File: config.mk
export PLATFORM = sky130hd
export DESIGN_NAME = logic_seq_ctrl
export DESIGN_NICKNAME = d
export VERILOG_FILES = /design/src/rtl/logic_seq_ctrl_pkg.sv /design/src/rtl/logic_seq_match.sv /design/src/rtl/logic_seq_ctrl.sv
export SDC_FILE = /design/constraint.sdc
export NUM_CORES = 1
export LEC_CHECK = 0
export BUFFER_PORTS_ARGS = -buffer_cell sky130_fd_sc_hd__buf_2
export CAP_MARGIN = 30
export CORE_ASPECT_RATIO = 1.4
export CORE_MARGIN = 8
export CORE_UTILIZATION = 25
export DETAILED_ROUTE_END_ITERATION = 8
export PLACE_DENSITY = 0.47
export SLEW_MARGIN = 20
export SYNTH_ARGS = -nofsm -noshare
export SYNTH_HDL_FRONTEND = slang
export SYNTH_SLANG_ARGS = --single-unit
File: constraint.sdc
create_clock -name iCLK -period 2.27 [get_ports iCLK]
set_input_delay 0.1135 -clock iCLK [delete_from_list [all_inputs] [get_ports iCLK]]
set_output_delay 0.1135 -clock iCLK [all_outputs]
set_load 0.005 [all_outputs]
File: src/rtl/logic_seq_ctrl_pkg.sv
// Shared definitions for the serial pattern-detector controller.
//   state_t   : controller state encoding
//   DEF_*     : default parameter values
//   len_mask  : pattern length -> low-order bit mask (MASK_W wide)
package logic_seq_ctrl_pkg;

    typedef enum logic [1:0] {
        ST_IDLE  = 2'b00,
        ST_ARMED = 2'b01,
        ST_RUN   = 2'b10,
        ST_DONE  = 2'b11
    } state_t;

    localparam int DEF_MAX_LEN = 8;
    localparam int DEF_LEN_W   = 4;
    localparam int DEF_WIN_W   = 16;
    localparam int DEF_CNT_W   = 8;

    // Widest pattern supported; callers zero-extend narrower operands.
    localparam int MASK_W = 16;

    function automatic logic [MASK_W-1:0] len_mask(input int unsigned len);
        logic [MASK_W-1:0] m;
        m = '0;
        for (int i = 0; i < MASK_W; i++) begin
            m[i] = (i < len);
        end
        return m;
    endfunction

endpackage

File: src/rtl/logic_seq_match.sv
// History shift register, fill counter and masked pattern compare.
//   iCLK, iRST     : clock, synchronous active-low reset
//   iCLR           : clear history/fill/match at the start of a run
//   iIN, iIN_VALID : serial bit and its qualifier (already gated to RUN)
//   iPATTERN, iLEN : pattern (bit 0 = newest) and its length
//   oHIT           : combinational, accepted bit completes a match
//   oMATCH         : registered one-cycle match pulse
module logic_seq_match
    import logic_seq_ctrl_pkg::*;
#(
    parameter int MAX_LEN = DEF_MAX_LEN,
    parameter int LEN_W   = DEF_LEN_W
) (
    input  logic               iCLK,
    input  logic               iRST,
    input  logic               iCLR,
    input  logic               iIN,
    input  logic               iIN_VALID,
    input  logic [MAX_LEN-1:0] iPATTERN,
    input  logic [LEN_W-1:0]   iLEN,
    output logic               oHIT,
    output logic               oMATCH
);

    logic [MAX_LEN-1:0] r_hist;
    logic [LEN_W-1:0]   r_fill;
    logic               r_match;

    logic [MAX_LEN-1:0] w_hist_nxt;
    logic [LEN_W-1:0]   w_fill_nxt;
    logic [MASK_W-1:0]  w_mask;
    logic [MASK_W-1:0]  w_diff;

    assign w_hist_nxt = {r_hist[MAX_LEN-2:0], iIN};
    assign w_fill_nxt = (r_fill == LEN_W'(MAX_LEN)) ? r_fill : r_fill + LEN_W'(1);
    assign w_mask     = len_mask(32'(iLEN));
    // Compare on the post-shift history so the bit being accepted counts.
    assign w_diff     = (MASK_W'(w_hist_nxt) ^ MASK_W'(iPATTERN)) & w_mask;
    assign oHIT       = iIN_VALID && (w_fill_nxt >= iLEN) && (w_diff == '0);
    assign oMATCH     = r_match;

    always_ff @(posedge iCLK) begin
        if (!iRST || iCLR) begin
            r_hist  <= '0;
            r_fill  <= '0;
            r_match <= 1'b0;
        end else begin
            r_match <= oHIT;
            if (iIN_VALID) begin
                r_hist <= w_hist_nxt;
                r_fill <= w_fill_nxt;
            end
        end
    end

endmodule

File: src/rtl/logic_seq_ctrl.sv
// Run sequencer for the serial bit-pattern detector.
//   state | meaning
//   IDLE  | no valid configuration, iSTART ignored
//   ARMED | configuration held, waiting for iSTART
//   RUN   | accepting qualified bits, counting matches
//   DONE  | run finished (window end or abort), count held
// Ports: iCLK/iRST clock and sync active-low reset; iCFG_* / oCFG_READY
// config handshake, oCFG_ERR illegal-length pulse; iSTART/iABORT run
// control; iIN/iIN_VALID serial data; oMATCH pulse, oCOUNT match count,
// oBUSY (RUN), oDONE (DONE).
module logic_seq_ctrl
    import logic_seq_ctrl_pkg::*;
#(
    parameter int MAX_LEN = DEF_MAX_LEN,
    parameter int LEN_W   = DEF_LEN_W,
    parameter int WIN_W   = DEF_WIN_W,
    parameter int CNT_W   = DEF_CNT_W
) (
    input  logic               iCLK,
    input  logic               iRST,
    input  logic               iCFG_VALID,
    output logic               oCFG_READY,
    input  logic [MAX_LEN-1:0] iCFG_PATTERN,
    input  logic [LEN_W-1:0]   iCFG_LEN,
    input  logic [WIN_W-1:0]   iCFG_WINDOW,
    output logic               oCFG_ERR,
    input  logic               iSTART,
    input  logic               iABORT,
    input  logic               iIN,
    input  logic               iIN_VALID,
    output logic               oMATCH,
    output logic [CNT_W-1:0]   oCOUNT,
    output logic               oBUSY,
    output logic               oDONE
);

    state_t             r_state;
    state_t             w_state_nxt;
    logic [MAX_LEN-1:0] r_cfg_pattern;
    logic [LEN_W-1:0]   r_cfg_len;
    logic [WIN_W-1:0]   r_cfg_window;
    logic [WIN_W-1:0]   r_win_cnt;
    logic [CNT_W-1:0]   r_count;
    logic               r_cfg_err;

    logic               w_cfg_ready;
    logic               w_cfg_fire;
    logic               w_len_ok;
    logic               w_bit_acc;
    logic [WIN_W-1:0]   w_win_nxt;
    logic               w_win_end;
    logic               w_clr;
    logic               w_hit;

    assign w_cfg_ready = (r_state != ST_RUN);
    assign w_cfg_fire  = iCFG_VALID && w_cfg_ready;
    assign w_len_ok    = (iCFG_LEN != '0) && (iCFG_LEN <= LEN_W'(MAX_LEN));
    assign w_bit_acc   = (r_state == ST_RUN) && iIN_VALID;
    assign w_win_nxt   = r_win_cnt + WIN_W'(1);
    assign w_win_end   = w_bit_acc && (r_cfg_window != '0) && (w_win_nxt == r_cfg_window);

    always_comb begin
        w_state_nxt = r_state;
        w_clr       = 1'b0;
        case (r_state)
            ST_IDLE: begin
                if (w_cfg_fire && w_len_ok) w_state_nxt = ST_ARMED;
            end
            ST_ARMED, ST_DONE: begin
                // Any config offer takes priority over a simultaneous start.
                if (w_cfg_fire) begin
                    if (w_len_ok) w_state_nxt = ST_ARMED;
                end else if (iSTART) begin
                    w_state_nxt = ST_RUN;
                    w_clr       = 1'b1;
                end
            end
            ST_RUN: begin
                if (iABORT || w_win_end) w_state_nxt = ST_DONE;
            end
            default: w_state_nxt = ST_IDLE;
        endcase
    end

    always_ff @(posedge iCLK) begin
        if (!iRST) begin
            r_state       <= ST_IDLE;
            r_cfg_pattern <= '0;
            r_cfg_len     <= '0;
            r_cfg_window  <= '0;
            r_win_cnt     <= '0;
            r_count       <= '0;
            r_cfg_err     <= 1'b0;
        end else begin
            r_state   <= w_state_nxt;
            r_cfg_err <= w_cfg_fire && !w_len_ok;
            if (w_cfg_fire && w_len_ok) begin
                r_cfg_pattern <= iCFG_PATTERN;
                r_cfg_len     <= iCFG_LEN;
                r_cfg_window  <= iCFG_WINDOW;
            end
            if (w_clr) begin
                r_win_cnt <= '0;
                r_count   <= '0;
            end else begin
                if (w_bit_acc) r_win_cnt <= w_win_nxt;
                if (w_hit && (r_count != '1)) r_count <= r_count + CNT_W'(1);
            end
        end
    end

    logic_seq_match #(
        .MAX_LEN (MAX_LEN),
        .LEN_W   (LEN_W)
    ) u_match (
        .iCLK      (iCLK),
        .iRST      (iRST),
        .iCLR      (w_clr),
        .iIN       (iIN),
        .iIN_VALID (w_bit_acc),
        .iPATTERN  (r_cfg_pattern),
        .iLEN      (r_cfg_len),
        .oHIT      (w_hit),
        .oMATCH    (oMATCH)
    );

    assign oCFG_READY = w_cfg_ready;
    assign oCFG_ERR   = r_cfg_err;
    assign oCOUNT     = r_count;
    assign oBUSY      = (r_state == ST_RUN);
    assign oDONE      = (r_state == ST_DONE);

endmodule

==> impl_metrics.toml, run 1 <==
[run_status]
run_status = "finished with violations"
failing_checks = "setup timing"

[critical_path]
worst_setup_start_kind = "flop"
timing_worst_setup_path_type = "reg -> reg"
worstPathRequired_ns = 2.53
timing.critical_path.arrival_ns = 2.62
crit_path_max_fanout = 5
critPathCaptureType = "flop"

[sta]
grt_setup_unrepaired = "true"
finalCritPeriodShare = 1.04
finClkSkew_ns = 0.00476
hold-worst-slack_ns = 0.0120
hold_viol = 0
setup_viol_count_final = 6
layout_setup_ws_ns = -0.0838
layout_min_cycle_time_ns = 2.35
timing.setup.tns_ns = -0.295
slew_viol_final = 0
max-slew-margin-rel = 0.638
fmaxAchievable_mhz = 425
slew_worst_pin_ns = 0.541

[power_and_ir_drop]
ir_worst_vdd_mv = 0.313
report.power.total_mw = 2.94
power.switching_mw = 0.756
power.clock.fraction = 0.451
power.combinational.fraction = 0.121
pwr-share-seq = 0.428
power_density_nw_per_um2 = 641
switching_fraction_of_total_power = 0.257
internal_power_mw = 2.19
static-leakage-power_nw = 1.88

[final_layout]
finalInstanceArea_sq_um = 4590
antenna_fix_cells = 0
final_core_util = 0.333
post_layout_nonfiller_instances = 680
drive_above_1_share = 0.259
design.final.nets = 533
areaGrowthSynthToFinish_pct = 31.8

[yosys]
mappedNetlistArea_sq_um = 3480
yosys_register_bits = 67
synth_edf_count = 0
ys_warn_count = 0
ys_seq_area_frac = 0.385
synth_flop_cell = "sky130_fd_sc_hd__dfxtp_1"
avgSynthCellArea_sq_um = 8.32
postSynthCellCount = 418
async_flop_share = 0
distinct_cells_synth = 46
synth_nets = 461

[cts]
number_of_buffers_inserted_during_clock_tree_synthesis = 9
clk_path_buf_depth = 2
clock_tree_from_tritoncts = "built"
clkTransAtPathRegs_ns = 0.06
cts.sinks = 67
cts.htree.levels = 3
clk-insertion-delay-late_ns = 0.33
cts.root.buffer_cell = "sky130_fd_sc_hd__clkbuf_16"

[detailed_routing]
dr.first_iter.drc_count = 117
route.vias.total = 3193
avgRoutedWirePerCell_microns = 14.9
drt_pre_antenna_iters = 4
drc_errors = 0
wirelength_microns = 10100
antenna_left = 0
detail_route.vias_per_cell = 4.70

[placement]
placedInstanceArea_sq_um = 4070
finalWeightedCongestion = 0.877
buffer_ports.inserted = 47
placed_cells_incl_taps = 655
pre_cts_slack_ns = -0.260
dp_hpwl_microns = 7710

[global_route]
grt_pass1_wl_microns = 16500
grt_antenna_before_repair = 0
met2_usage_in_global_routing = 0.216
global_route.usage.total = 0.118
first_global_vias = 3390
layer_carrying_the_most_global_route_usage = "met2"
grt_start_max_net_pins = 26
globalRouteOverflowTotal = 0
met3_routing_resource_usage_after_global_routing = 0.0306
global_route.usage.met1 = 0.115

[floorplanning]
die_height_microns = 156
design.portCount = 48
row_count = 51
core-area_sq_um = 13800
dieArea_sq_um = 18000
floorplan.initialDensity = 0.252
die_x_microns = 116

[hold_path]
holdCritPathClass = "in -> reg"

[job]
timing.max_cap.violations = 0
## synth_stat cells (2+ instances only)
cell | instances | area share
sky130_fd_sc_hd__o21ai_1 | 2 | 0.0029
sky130_fd_sc_hd__mux2i_1 | 27 | 0.078
sky130_fd_sc_hd__and2_1 | 2 | 0.0036
sky130_fd_sc_hd__o21a_1 | 2 | 0.0043
sky130_fd_sc_hd__nand4_1 | 8 | 0.014
sky130_fd_sc_hd__a211o_1 | 2 | 0.0050
sky130_fd_sc_hd__o31ai_1 | 4 | 0.0086
sky130_fd_sc_hd__a211oi_1 | 3 | 0.0065
sky130_fd_sc_hd__and3_1 | 7 | 0.013
sky130_fd_sc_hd__nor3_1 | 11 | 0.016
sky130_fd_sc_hd__nand2_1 | 33 | 0.036
sky130_fd_sc_hd__clkbuf_1 | 16 | 0.017
sky130_fd_sc_hd__a2111oi_0 | 4 | 0.010
sky130_fd_sc_hd__nor4_1 | 5 | 0.0090
sky130_fd_sc_hd__a21oi_1 | 31 | 0.045
sky130_fd_sc_hd__nor3b_1 | 2 | 0.0043
sky130_fd_sc_hd__inv_1 | 10 | 0.011
sky130_fd_sc_hd__xnor2_1 | 29 | 0.073
sky130_fd_sc_hd__and4_1 | 2 | 0.0050
sky130_fd_sc_hd__o21ai_0 | 13 | 0.019
sky130_fd_sc_hd__or4_1 | 3 | 0.0065
sky130_fd_sc_hd__or3_1 | 8 | 0.014
sky130_fd_sc_hd__nor2b_1 | 4 | 0.0072
sky130_fd_sc_hd__nor2_1 | 60 | 0.065
sky130_fd_sc_hd__xor2_1 | 15 | 0.038
sky130_fd_sc_hd__nand3_1 | 15 | 0.022
sky130_fd_sc_hd__nand2b_1 | 4 | 0.0072
sky130_fd_sc_hd__buf_2 | 5 | 0.0072
sky130_fd_sc_hd__dfxtp_1 | 67 | 0.39
sky130_fd_sc_hd__ha_1 | 8 | 0.029
## state kept, by name (all words and copies together) (netlist names), named ones only
register        count
r_cfg_window       16
r_win_cnt          16
oCOUNT              8
r_cfg_pattern       8
u_match.r_hist      7
r_cfg_len           4
u_match.r_fill      4
oCFG_ERR            1
r_state             1
u_match.oMATCH      1
## placed cells by master, fill, tap and decap left out, types with 5 or more instances in the layout
cell type	count
sky130_fd_sc_hd__a21oi_1	28
sky130_fd_sc_hd__and3_1	7
sky130_fd_sc_hd__buf_2	47
sky130_fd_sc_hd__buf_4	32
sky130_fd_sc_hd__clkbuf_16	9
sky130_fd_sc_hd__dfxtp_1	65
sky130_fd_sc_hd__ha_1	6
sky130_fd_sc_hd__inv_1	8
sky130_fd_sc_hd__mux2i_1	27
sky130_fd_sc_hd__nand2_1	32
sky130_fd_sc_hd__nand3_1	13
sky130_fd_sc_hd__nand4_1	8
sky130_fd_sc_hd__nor2_1	59
sky130_fd_sc_hd__nor3_1	11
sky130_fd_sc_hd__nor4_1	5
sky130_fd_sc_hd__o21ai_0	11
sky130_fd_sc_hd__or3_1	8
sky130_fd_sc_hd__xnor2_1	28
sky130_fd_sc_hd__xor2_1	15
## final timing paths
path,startpoint,to,slack (ns),cells after the start
max,u_match.r_fill[1],oCOUNT[4],-0.08,12
min,iCFG_PATTERN[3],r_cfg_pattern[3],0.01,3
max reg2reg,u_match.r_fill[1],oCOUNT[4],-0.08,12
min reg2reg,u_match.r_hist[1],u_match.r_hist[2],0.48,2
## cells by family (layout without fill, tap and decap cells)
logic type,after synthesis,after routing,share of synthesized area
XOR/XNOR,44,44,0.111
adder cells (fa/ha/maj),8,8,0.0288
flip-flops,67,67,0.385
buffers and inverters,33,109,0.0396
multiplexers,27,27,0.0777
AND/OR/NAND/NOR,167,167,0.228
AO/OA/AOI/OAI,72,73,0.129
## routing by layer
metal / vias up / part of all wire
met1: 1501 / 0.39
li1: 1612 / -
met4: 0 / 0.029
met5: - / 0
met2: 59 / 0.55
met3: 21 / 0.037
## worst max-delay path: stages, from the launching register on
cell and delay, ns:
sky130_fd_sc_hd__dfxtp_2 0.32, sky130_fd_sc_hd__inv_2 0.07, sky130_fd_sc_hd__ha_4 0.14, sky130_fd_sc_hd__nand2_4 0.05, sky130_fd_sc_hd__buf_4 0.13, sky130_fd_sc_hd__nand3_2 0.07, sky130_fd_sc_hd__o21ai_2 0.08, sky130_fd_sc_hd__ha_2 0.33
sky130_fd_sc_hd__o21a_1 0.13, sky130_fd_sc_hd__a21oi_2 0.08, sky130_fd_sc_hd__a211o_4 0.30, sky130_fd_sc_hd__or4_4 0.43, sky130_fd_sc_hd__a21oi_2 0.16
## power groups by stage
| stage | combinational [mW] | clock [mW] | sequential (mW) |
|---|---|---|---|
| 6_report | 0.356 | 1.33 | 1.26 |
| 5_1_grt | 0.398 | 1.41 | 1.26 |
| 4_1_cts | 0.354 | 1.37 | 1.26 |
| 3_5_place_dp | 0.333 | 0 | 1.28 |
| 3_3_place_gp | 0.327 | 0 | 1.28 |
| 2_1_floorplan | 0.213 | 0 | 1.27 |
## layout make-up
cell class	instances	area, sq um
fill	1502	9200
multi-input combinational	319	2160
clock inverter	5	36.3
tap	185	231
clock buffer	11	253
inverter	10	37.5
timing repair buffer	83	519
sequential	67	1340
## repair_timing
item / in CTS / in global routing
buffers inserted: 6 / 2
gates cloned: 1 / 0
setup endpoints to repair: 8 / 9
hold buffers: 1 / 0
endpoints found under the hold margin: 1 / 0
resized for setup: 13 / 22
pin swaps: 16 / 9
No activity file was read; power rests on OpenSTA's default activity.
==> run 2, diff against run 1 <==
--- a/config.mk
+++ b/config.mk
@@ -5,14 +5,14 @@
 export SDC_FILE = /design/constraint.sdc
 export NUM_CORES = 1
 export LEC_CHECK = 0
+export ABC_AREA = 1
 export BUFFER_PORTS_ARGS = -buffer_cell sky130_fd_sc_hd__buf_2
 export CAP_MARGIN = 30
 export CORE_ASPECT_RATIO = 1.4
 export CORE_MARGIN = 8
 export CORE_UTILIZATION = 25
 export DETAILED_ROUTE_END_ITERATION = 8
-export PLACE_DENSITY = 0.47
-export SLEW_MARGIN = 20
+export PLACE_DENSITY = 0.46
 export SYNTH_ARGS = -nofsm -noshare
 export SYNTH_HDL_FRONTEND = slang
 export SYNTH_SLANG_ARGS = --single-unit
==> impl_metrics.toml, run 2 <==
[run_status]
run_status = "finished clean"

[placement]
pre_cts_slack_ns = 0.0956
finalWeightedCongestion = 0.829
buffer_ports.inserted = 47
dp_hpwl_microns = 7430

[cts]
clk_path_buf_depth = 2
clock_tree_from_tritoncts = "built"
cts_post_setup_buffers_inserted = 0
clk-insertion-delay-late_ns = 0.33
cts.root.buffer_cell = "sky130_fd_sc_hd__clkbuf_16"
clkTransAtPathRegs_ns = 0.06
cts.sinks = 67
number_of_buffers_inserted_during_clock_tree_synthesis = 9
cts.htree.levels = 3

[yosys]
synth_nets = 565
avgSynthCellArea_sq_um = 6.92
mappedNetlistArea_sq_um = 3610
synth_flop_cell = "sky130_fd_sc_hd__dfxtp_1"
top_count_cell_post_synth = "sky130_fd_sc_hd__nand2_1"
ys_warn_count = 0
postSynthCellCount = 522
async_flop_share = 0
synth_top_area_frac = 0.371
ys_seq_area_frac = 0.371
netlist_top_cells_area = "sky130_fd_sc_hd__dfxtp_1 37%, sky130_fd_sc_hd__nand2_1 12%, sky130_fd_sc_hd__a21oi_1 8.2%, sky130_fd_sc_hd__inv_1 6.9%, sky130_fd_sc_hd__nand3_1 6.5%"
distinct_cells_synth = 33
synth_edf_count = 0
yosys_register_bits = 67
synth_area_leader_cell = "sky130_fd_sc_hd__dfxtp_1"
synth_top_cells_by_count = "114 x sky130_fd_sc_hd__nand2_1, 67 x sky130_fd_sc_hd__dfxtp_1, 66 x sky130_fd_sc_hd__inv_1, 59 x sky130_fd_sc_hd__a21oi_1, 47 x sky130_fd_sc_hd__nand3_1"

[final_layout]
antenna_fix_cells = 0
areaGrowthSynthToFinish_pct = 22.4
final_cell_mix = "113 x sky130_fd_sc_hd__nand2_1, 66 x sky130_fd_sc_hd__inv_1, 66 x sky130_fd_sc_hd__dfxtp_1, 58 x sky130_fd_sc_hd__a21oi_1, 47 x sky130_fd_sc_hd__buf_2"
design.final.nets = 614
drive_above_1_share = 0.167
layout.cells.most_common = "sky130_fd_sc_hd__nand2_1"
layout_top_registers = "r_cfg_window x16, r_win_cnt x16"

[sta]
hold_viol = 0
slew_worst_pin_ns = 0.665
fmaxAchievable_mhz = 499
max-slew-margin-rel = 0.556
timing.setup.tns_ns = 0
finalCritPeriodShare = 0.884
slew_viol_final = 0
layout_min_cycle_time_ns = 2.01
layout_setup_ws_ns = 0.264
setup_viol_count_final = 0
finClkSkew_ns = 0.00602
grt_setup_unrepaired = "false"

[detailed_routing]
drt_pre_antenna_iters = 4
wirelength_microns = 9910
route.vias.total = 3487
antenna_left = 0
avgRoutedWirePerCell_microns = 13.0
detail_route.vias_per_cell = 4.56
dr.first_iter.drc_count = 206
drc_errors = 0

[job]
timing.max_cap.violations = 0

[floorplanning]
core-area_sq_um = 14300
row_count = 52
die_x_microns = 118
design.portCount = 48
dieArea_sq_um = 18600
die_height_microns = 158
floorplan.initialDensity = 0.253

[hold_path]
holdCritPathClass = "in -> reg"
hold_start = "iCFG_PATTERN[4]"
whs_path_depth = 3
min_to = "r_cfg_pattern[4]"

[critical_path]
worstPathRequired_ns = 2.49
r2r_slack_ns = 0.26
setup.worst_path.start = "u_match.r_fill[0]"
rr_worst_depth = 14
critical_path.reg2reg.startpoint = "u_match.r_fill[0]"
worstReg2RegEnd = "oCOUNT[0]"
timing_worst_setup_path_type = "reg -> reg"
worst_setup_start_kind = "flop"
crit_path_max_fanout = 9
critPathCaptureType = "flop"
timing.critical_path.arrival_ns = 2.22

[global_route]
grt_start_max_net_pins = 51
grt_pass1_wl_microns = 16500
grt_antenna_before_repair = 0
global_route.usage.total = 0.109
globalRouteOverflowTotal = 0
first_global_vias = 3485

[power_and_ir_drop]
static-leakage-power_nw = 1.93
ir_worst_vdd_mv = 0.338
power_density_nw_per_um2 = 709
[run 2: cell types whose count changed after synthesis, moves of 28 or more]
cell,change
sky130_fd_sc_hd__a21oi_1,+28
sky130_fd_sc_hd__inv_1,+56
sky130_fd_sc_hd__nand2_1,+81
sky130_fd_sc_hd__nand3_1,+32
sky130_fd_sc_hd__nor2_1,-31
sky130_fd_sc_hd__o21ai_0,+30
[run 2: timing repair]
item / 4_1_cts / 5_1_grt
setup endpoints to repair: 0 / 8
hold buffers: 0 / 0
resized for setup: 0 / 7
[run 2: logic make-up (layout without fill, tap and decap cells)]
| group | after synthesis | in the layout | synth area share |
|---|---|---|---|
| buffers and inverters | 83 | 136 | 0.0869 |
| adder cells (fa/ha/maj) | 8 | 8 | 0.0277 |
| XOR/XNOR | 19 | 19 | 0.0543 |
| flip-flops | 67 | 67 | 0.371 |
| AND/OR/NAND/NOR | 226 | 226 | 0.283 |
| AO/OA/AOI/OAI | 119 | 119 | 0.177 |
[run 2: through the flow]
stage	instance area (sq um)	power [mW]	cells	utilization	hold WS, ns
finish	4420	3.14	764	0.309	0.0224
global route	4420	3.29	764	0.309	0.0267
global placement	4080	1.63	749	0.285	0.364
CTS	4410	3.19	764	0.308	0.0106
floorplan	3610	1.52	522	-	0.258
detailed placement	4080	1.63	749	0.285	0.368
[run 2: worst max-delay path: stages, from the launching register on]
cell,delay (ns)
sky130_fd_sc_hd__dfxtp_2,0.36
sky130_fd_sc_hd__inv_1,0.07
sky130_fd_sc_hd__ha_1,0.21
sky130_fd_sc_hd__nand3_1,0.09
sky130_fd_sc_hd__xor2_1,0.21
sky130_fd_sc_hd__ha_1,0.19
sky130_fd_sc_hd__nor2_1,0.04
sky130_fd_sc_hd__o211ai_1,0.15
sky130_fd_sc_hd__nand3_1,0.10
sky130_fd_sc_hd__nand2_2,0.10
sky130_fd_sc_hd__nor2_4,0.05
sky130_fd_sc_hd__nand2_4,0.09
sky130_fd_sc_hd__inv_4,0.06
sky130_fd_sc_hd__o21ai_1,0.11
sky130_fd_sc_hd__a21oi_1,0.06
[run 2: worst max path at each step]
stage,end,slack [ns],cells after the start
2_1_floorplan,oCOUNT[2],0.33,14
3_3_place_gp,oCOUNT[2],0.23,13
3_5_place_dp,oCOUNT[0],0.1,14
4_1_cts,oCOUNT[0],0.09,14
5_1_grt,oCOUNT[2],0.05,15
6_report,oCOUNT[0],0.26,14
[run 2: layer usage]
| layer | global-route usage | share of wire |
|---|---|---|
| met3 | 0.0195 | 0.037 |
| met1 | 0.126 | 0.45 |
| met5 | 0 | 0 |
| met4 | 0.0459 | 0.018 |
| met2 | 0.195 | 0.49 |
[run 2: cell type report]
class | count | area (sq um)
Fill cell | 1602 | 9890
Multi-Input combinational cell | 372 | 1980
Sequential cell | 67 | 1340
Timing Repair Buffer | 53 | 280
Inverter | 68 | 258
Clock buffer | 11 | 253
Tap cell | 189 | 236
Clock inverter | 4 | 73.8
[run 2: power by group]
part	switching, mW	internal, mW
Combinational	0.203	0.130
Sequential	0.0422	1.23
Clock	0.517	1.01
